File: src/rtl/mem_arbiter_if.sv
// WISHBONE_IF: single-transfer memory bus shared by the arbiter's requesters
// and the memory side. width encodes the access size:
//   2'd0 = eDW_B (byte), 2'd1 = eDW_H (half-word), 2'd2 = eDW_W (word).
interface WISHBONE_IF;
   logic        cyc;
   logic        stb;
   logic        we;
   logic [31:0] addr;
   logic [1:0]  width;
   logic [31:0] data_write;
   logic [31:0] data_read;
   logic        ack;

   // Bus initiator: drives the request, receives ack and read data
   modport master (
      output cyc, stb, we, addr, width, data_write,
      input  data_read, ack
   );

   // Bus target: receives the request, returns ack and read data
   modport slave (
      input  cyc, stb, we, addr, width, data_write,
      output data_read, ack
   );
endinterface

File: src/rtl/mem_arbiter.sv
// mem_arbiter: two-requester arbiter (imem = requester 0, dmem = requester 1)
// in front of one shared memory bus. One transfer per grant, with an IDLE
// cycle between grants. A grant held TIMEOUT_CYCLES cycles without ack is
// force-released with a zero-data ack and a one-cycle oTimeout pulse.
// Build option MEM_ARB_RR_EN: ties go to the requester not granted last
// (round robin); without it, ties always go to dmem.
module mem_arbiter #(
   parameter int TIMEOUT_CYCLES = 16
) (
   input  logic         iClk,
   input  logic         iRst,
   WISHBONE_IF.slave    imem_wb,
   WISHBONE_IF.slave    dmem_wb,
   WISHBONE_IF.master   mem_wb,
   output logic [1:0]   oGrant,
   output logic         oTimeout
);

   typedef enum logic [1:0] {IDLE, GNT_I, GNT_D} state_t;

   localparam logic [7:0] WAIT_LIMIT = 8'(TIMEOUT_CYCLES - 1);

   state_t      state_q, state_d;
   logic [7:0]  wait_q;
   logic        req_i, req_d;
   logic        tie_to_d;
   logic        sel_d;
   logic        gnt_cyc;
   logic        timeout_hit;

   assign req_i = imem_wb.cyc & imem_wb.stb;
   assign req_d = dmem_wb.cyc & dmem_wb.stb;

`ifdef MEM_ARB_RR_EN
   logic last_d_q;

   // Remember who won the latest grant so the next tie goes to the other side
   always_ff @(posedge iClk or posedge iRst) begin
      if (iRst)
         last_d_q <= 1'b1;
      else if (state_q == IDLE && state_d != IDLE)
         last_d_q <= (state_d == GNT_D);
   end

   assign tie_to_d = ~last_d_q;
`else
   assign tie_to_d = 1'b1;
`endif

   // State register; reset drops the bus immediately by returning to IDLE
   always_ff @(posedge iClk or posedge iRst) begin
      if (iRst)
         state_q <= IDLE;
      else
         state_q <= state_d;
   end

   // Wait counter: zero on the first grant cycle, counts cycles without ack
   always_ff @(posedge iClk or posedge iRst) begin
      if (iRst)
         wait_q <= 8'd0;
      else if (state_q == IDLE)
         wait_q <= 8'd0;
      else if (!mem_wb.ack)
         wait_q <= wait_q + 8'd1;
   end

   // Grant output is a flopped decode of the state being entered
   always_ff @(posedge iClk or posedge iRst) begin
      if (iRst)
         oGrant <= 2'b00;
      else begin
         case (state_d)
            GNT_I:   oGrant <= 2'b01;
            GNT_D:   oGrant <= 2'b10;
            default: oGrant <= 2'b00;
         endcase
      end
   end

   // Next-state decode plus combinational routing between granted side and bus
   always_comb begin
      state_d            = state_q;
      sel_d              = (state_q == GNT_D);
      gnt_cyc            = 1'b0;
      timeout_hit        = 1'b0;
      mem_wb.cyc         = 1'b0;
      mem_wb.stb         = 1'b0;
      mem_wb.we          = 1'b0;
      mem_wb.addr        = 32'h0;
      mem_wb.width       = 2'd0;
      mem_wb.data_write  = 32'h0;
      imem_wb.ack        = 1'b0;
      imem_wb.data_read  = 32'h0;
      dmem_wb.ack        = 1'b0;
      dmem_wb.data_read  = 32'h0;

      if (state_q == IDLE) begin
         if (req_i && req_d)
            state_d = tie_to_d ? GNT_D : GNT_I;
         else if (req_d)
            state_d = GNT_D;
         else if (req_i)
            state_d = GNT_I;
      end else begin
         gnt_cyc           = sel_d ? dmem_wb.cyc        : imem_wb.cyc;
         mem_wb.cyc        = gnt_cyc;
         mem_wb.stb        = sel_d ? dmem_wb.stb        : imem_wb.stb;
         mem_wb.we         = sel_d ? dmem_wb.we         : imem_wb.we;
         mem_wb.addr       = sel_d ? dmem_wb.addr       : imem_wb.addr;
         mem_wb.width      = sel_d ? dmem_wb.width      : imem_wb.width;
         mem_wb.data_write = sel_d ? dmem_wb.data_write : imem_wb.data_write;

         // A real ack on the limit cycle wins over the forced release
         timeout_hit = gnt_cyc && !mem_wb.ack && (wait_q == WAIT_LIMIT);

         if (sel_d) begin
            dmem_wb.ack       = mem_wb.ack | timeout_hit;
            dmem_wb.data_read = timeout_hit ? 32'h0 : mem_wb.data_read;
         end else begin
            imem_wb.ack       = mem_wb.ack | timeout_hit;
            imem_wb.data_read = timeout_hit ? 32'h0 : mem_wb.data_read;
         end

         if (!gnt_cyc || mem_wb.ack || timeout_hit)
            state_d = IDLE;
      end
   end

   assign oTimeout = timeout_hit;

endmodule

File: src/flat_wrapper.sv
// flat-port wrapper written by rule: the top's interface ports become plain ports
module mem_arbiter_flat 
#(
   parameter int TIMEOUT_CYCLES = 16
)
  (iClk, iRst, oGrant, oTimeout, imem_wb_cyc, imem_wb_stb, imem_wb_we, imem_wb_addr, imem_wb_width, imem_wb_data_write, imem_wb_data_read, imem_wb_ack, dmem_wb_cyc, dmem_wb_stb, dmem_wb_we, dmem_wb_addr, dmem_wb_width, dmem_wb_data_write, dmem_wb_data_read, dmem_wb_ack, mem_wb_cyc, mem_wb_stb, mem_wb_we, mem_wb_addr, mem_wb_width, mem_wb_data_write, mem_wb_data_read, mem_wb_ack);
  WISHBONE_IF imem_wb_i ();
  WISHBONE_IF dmem_wb_i ();
  WISHBONE_IF mem_wb_i ();
  input  logic iClk;
  input  logic iRst;
  output logic [1:0] oGrant;
  output logic oTimeout;
  input wire logic [$bits(imem_wb_i.cyc)-1:0] imem_wb_cyc;
  input wire logic [$bits(imem_wb_i.stb)-1:0] imem_wb_stb;
  input wire logic [$bits(imem_wb_i.we)-1:0] imem_wb_we;
  input wire logic [$bits(imem_wb_i.addr)-1:0] imem_wb_addr;
  input wire logic [$bits(imem_wb_i.width)-1:0] imem_wb_width;
  input wire logic [$bits(imem_wb_i.data_write)-1:0] imem_wb_data_write;
  output wire logic [$bits(imem_wb_i.data_read)-1:0] imem_wb_data_read;
  output wire logic [$bits(imem_wb_i.ack)-1:0] imem_wb_ack;
  input wire logic [$bits(dmem_wb_i.cyc)-1:0] dmem_wb_cyc;
  input wire logic [$bits(dmem_wb_i.stb)-1:0] dmem_wb_stb;
  input wire logic [$bits(dmem_wb_i.we)-1:0] dmem_wb_we;
  input wire logic [$bits(dmem_wb_i.addr)-1:0] dmem_wb_addr;
  input wire logic [$bits(dmem_wb_i.width)-1:0] dmem_wb_width;
  input wire logic [$bits(dmem_wb_i.data_write)-1:0] dmem_wb_data_write;
  output wire logic [$bits(dmem_wb_i.data_read)-1:0] dmem_wb_data_read;
  output wire logic [$bits(dmem_wb_i.ack)-1:0] dmem_wb_ack;
  output wire logic [$bits(mem_wb_i.cyc)-1:0] mem_wb_cyc;
  output wire logic [$bits(mem_wb_i.stb)-1:0] mem_wb_stb;
  output wire logic [$bits(mem_wb_i.we)-1:0] mem_wb_we;
  output wire logic [$bits(mem_wb_i.addr)-1:0] mem_wb_addr;
  output wire logic [$bits(mem_wb_i.width)-1:0] mem_wb_width;
  output wire logic [$bits(mem_wb_i.data_write)-1:0] mem_wb_data_write;
  input wire logic [$bits(mem_wb_i.data_read)-1:0] mem_wb_data_read;
  input wire logic [$bits(mem_wb_i.ack)-1:0] mem_wb_ack;
  assign imem_wb_i.cyc = imem_wb_cyc;
  assign imem_wb_i.stb = imem_wb_stb;
  assign imem_wb_i.we = imem_wb_we;
  assign imem_wb_i.addr = imem_wb_addr;
  assign imem_wb_i.width = imem_wb_width;
  assign imem_wb_i.data_write = imem_wb_data_write;
  assign imem_wb_data_read = imem_wb_i.data_read;
  assign imem_wb_ack = imem_wb_i.ack;
  assign dmem_wb_i.cyc = dmem_wb_cyc;
  assign dmem_wb_i.stb = dmem_wb_stb;
  assign dmem_wb_i.we = dmem_wb_we;
  assign dmem_wb_i.addr = dmem_wb_addr;
  assign dmem_wb_i.width = dmem_wb_width;
  assign dmem_wb_i.data_write = dmem_wb_data_write;
  assign dmem_wb_data_read = dmem_wb_i.data_read;
  assign dmem_wb_ack = dmem_wb_i.ack;
  assign mem_wb_cyc = mem_wb_i.cyc;
  assign mem_wb_stb = mem_wb_i.stb;
  assign mem_wb_we = mem_wb_i.we;
  assign mem_wb_addr = mem_wb_i.addr;
  assign mem_wb_width = mem_wb_i.width;
  assign mem_wb_data_write = mem_wb_i.data_write;
  assign mem_wb_i.data_read = mem_wb_data_read;
  assign mem_wb_i.ack = mem_wb_ack;
  mem_arbiter #(.TIMEOUT_CYCLES(TIMEOUT_CYCLES)) u_core (.iClk(iClk), .iRst(iRst), .imem_wb(imem_wb_i), .dmem_wb(dmem_wb_i), .mem_wb(mem_wb_i), .oGrant(oGrant), .oTimeout(oTimeout));
endmodule
File: config.mk
export PLATFORM = sky130hd
export DESIGN_NAME = mem_arbiter_flat
export DESIGN_NICKNAME = d
export VERILOG_FILES = /design/src/rtl/mem_arbiter_if.sv /design/src/rtl/mem_arbiter.sv /design/src/flat_wrapper.sv
export SDC_FILE = /design/constraint.sdc
export NUM_CORES = 1
export LEC_CHECK = 0
export BUFFER_PORTS_ARGS = -buffer_cell sky130_fd_sc_hd__buf_2
export CORE_AREA = 2 2 122 124
export DETAILED_ROUTE_END_ITERATION = 10
export DIE_AREA = 0 0 124 126
export GPL_ROUTABILITY_DRIVEN = 0
export SYNTH_ARGS = -nofsm -noshare
export SYNTH_HDL_FRONTEND = slang
export SYNTH_SLANG_ARGS = --single-unit
File: constraint.sdc
create_clock -name iClk -period 2.9 [get_ports iClk]
set_clock_uncertainty 0.1 [all_clocks]
set_input_delay 0.29 -clock iClk [delete_from_list [all_inputs] [get_ports iClk]]
set_output_delay 0.29 -clock iClk [all_outputs]
set_load 0.1 [all_outputs]
==> results.json <==
{
  "seq_power_share": 0.072,
  "fp.dieArea_mm2": 0.01562,
  "cp-end-kind": "output pin",
  "maxSlewHeadroom": 0.5761,
  "clock_power_share": 0.099,
  "diodes": 0,
  "syn-instance-count": 259,
  "htree_levels": 1,
  "placed_area_mm2": 0.004913,
  "stdcell_count": 735,
  "fmax_mhz": 386.1,
  "ys_seq_area_frac": 0.1575,
  "fin_nets": 726,
  "reg2reg_to": "u_core.state_q[0]",
  "r2r_cells": 4,
  "worstPathRequired_ns": 2.51,
  "period_needed_ns": 2.590,
  "crit_chain": "ha_1 > nand4bb_1 > o41a_4 > and2_2 > buf_12",
  "cp_max_fo": 32,
  "syn_nets": 433,
  "switching_share": 0.6090,
  "grt_max_degree": 71,
  "grt_antenna_before_repair": 2,
  "hold_path_class": "input port to register",
  "portBuffers": 310,
  "final_layout_size_suffix_gt1_frac": 0.6352,
  "worstMarginPinSlew_ns": 0.6336,
  "synthDistinctLibCells": 33,
  "grt_pass1_vias": 2811,
  "critPathMaxStageDelay_ns": 0.66,
  "p_comb_frac": 0.829,
  "initial_utilization": 0.1332,
  "hold_depth": 3,
  "grt_first_pass_wirelength_mm": 15.97,
  "syn_area_mm2": 0.001907,
  "ant_nets": 0,
  "ys_ff_latch": 12,
  "regToRegStartpoint": "u_core.state_q[0]",
  "finalInstanceArea_mm2": 0.005002,
  "start_kind": "register",
  "drt_iter0_markers": 122,
  "cts_buffers": 3,
  "clk_pin_slew_ns": 0.05,
  "critPathSlowestCell": "o41a_4",
  "clk_path_buf_depth": 2,
  "cts-root-buf": "clkbuf_16",
  "rows": 44,
  "ir_drop_v": 0.0002103,
  "routed_via_density": 4.229,
  "dp_hpwl_mm": 9.712,
  "rrSetupSlack_ns": 1.05,
  "hold_violations": 0,
  "fp.dieH_um": 126,
  "drt_wl_total_mm": 11.65,
  "maxCapViolations": 0,
  "netSwitchingPower_mw": 1.555,
  "drc": 0,
  "vias": 3108,
  "hold_end": "u_core.oGrant[0]",
  "pin_count": 311,
  "coreArea_mm2": 0.01431,
  "final_common_cell": "buf_2",
  "cts_sinks": 12,
  "synth_warnings": 0,
  "setup_viol": 0,
  "postSynthAreaPerCell_um2": 7.362,
  "die_w_um": 124,
  "syn2layout_area_growth_pct": 162.3,
  "dpl.cell_count": 730,
  "rsz0062_at_grt": "no",
  "worstHoldStart": "imem_wb_cyc",
  "outcome": "complete, no violations",
  "avgRoutedWirePerCell_um": 15.85,
  "powerDensity_mw_per_mm2": 510.4,
  "p_int_mw": 0.9983,
  "p_leak_nw": 2.555,
  "cts_tree": "done",
  "clk_latency_ns": 0.24,
  "layout_common_cells": "buf_2 (223), buf_12 (87), a22o_1 (68)",
  "drt_pass1_iterations": 4,
  "path_class": "register to output pin",
  "timing.final.crit_share": 0.8930,
  "worstPathArrival_ns": 2.20,
  "grt_usage": 0.1331,
  "slew_viol_final": 0,
  "overflow": 0
}
## cell type report
type,count,area (um2)
inverter,2,7.507
clock buffer,4,78.83
tap,184,230.2
multi-input combinational,218,1484
sequential,12,304.0
timing repair buffer,315,2898
fill,1473,9311
## flip-flops by register name, summed over array words and instances (netlist names)
| signal | cells |
|---|---|
| u_core.state_q | 2 |
| u_core.oGrant | 2 |
| u_core.wait_q | 8 |
## repair_timing
item / 4_1_cts / 5_1_grt
endpoints found under the hold margin: 12 / 0
resized for setup: 0 / 0
hold buffers: 1 / 0
setup buffers: 0 / 0
endpoints found under the setup margin: 0 / 0
## power by group through the flow
stage               Sequential (mW)  Combinational, mW  Clock, mW
finish                        0.184               2.12      0.253
global route                  0.185               2.18      0.275
CTS                           0.184               2.13      0.263
detailed placement            0.186               2.12          0
global placement              0.186               2.12          0
floorplan                     0.201               1.38          0
## worst max path at each step
| stage | slack [ns] | end | depth (start not counted) | start |
|---|---|---|---|---|
| 2_1_floorplan | -0.52 | dmem_wb_ack | 4 | u_core.wait_q[0] |
| 3_3_place_gp | 0.58 | dmem_wb_data_read[31] | 5 | u_core.wait_q[0] |
| 3_5_place_dp | 0.54 | dmem_wb_data_read[31] | 5 | u_core.wait_q[0] |
| 4_1_cts | 0.29 | dmem_wb_data_read[0] | 5 | u_core.wait_q[0] |
| 5_1_grt | 0.15 | imem_wb_data_read[14] | 6 | u_core.wait_q[0] |
| 6_report | 0.31 | dmem_wb_data_read[0] | 5 | u_core.wait_q[0] |
## cell families after synthesis
logic type | after synthesis | share of synthesized area
adders and majority gates | 1 | 0.006561
and+or+nand+nor | 129 | 0.3727
buffers and inverters | 29 | 0.07152
DFF | 12 | 0.1575
muxes | 2 | 0.01115
AOI/OAI and AO/OA | 82 | 0.3622
xor gates and xnor gates | 4 | 0.01838
## critical path, delay by kind of cell (launching register included)
family / cells / cell delay [ns]
compound gates: 1 / 0.66
fa+ha+maj: 1 / 0.22
buf+inv: 1 / 0.16
flops: 1 / 0.37
simple gates: 2 / 0.55
## per-stage QoR
stage	hold WS (ns)	setup TNS (ns)	power (mW)	utilization	worst slack [ns]
4_1_cts	0.2702	0	2.577	0.3495	0.2851
2_1_floorplan	0.05470	-1.382	1.586	-	-0.5193
3_3_place_gp	0.2291	0	2.304	0.3433	0.5779
3_5_place_dp	0.2382	0	2.308	0.3433	0.5430
5_1_grt	0.2999	0	2.637	0.3495	0.1549
6_report	0.2767	0	2.553	0.3495	0.3102
## per-layer routing
layer / vias to the layer above / GRT usage / part of all wire
li1: 1520 / - / -
met1: 1390 / 0.1729 / 0.40
met2: 192 / 0.2282 / 0.48
met3: 6 / 0.02446 / 0.10
met4: 0 / 0.02842 / 0.018
met5: - / 0 / 0
## synth_stat cells
cell type	number	area (um2)
ha_1	1	12.51
o22ai_1	2	12.51
nor4b_1	1	8.760
o41a_4	1	21.27
dfrtp_1	12	300.3
a21oi_1	3	15.01
o21ai_0	6	30.03
buf_2	4	20.02
and2_2	2	15.01
a22o_1	68	595.6
nor2_1	39	146.4
or3b_4	1	11.26
xor2_1	3	26.28
buf_1	4	15.01
xnor2_1	1	8.760
nand3b_1	3	22.52
buf_6	3	33.78
and2_4	23	201.4
and2_1	7	43.79
nand4b_1	3	26.28
nand4_1	2	12.51
inv_1	2	7.510
or2_2	1	6.260
nor4b_4	1	23.77
a2111oi_0	1	8.760
nand2_1	40	150.1
mux2_2	1	11.26
mux2i_1	1	10.01
nand4bb_1	1	11.26
clkbuf_1	16	60.06
or3_1	3	18.77
nor2b_1	2	12.51
o31ai_1	1	7.510
Power figures use the tool's default switching activity.
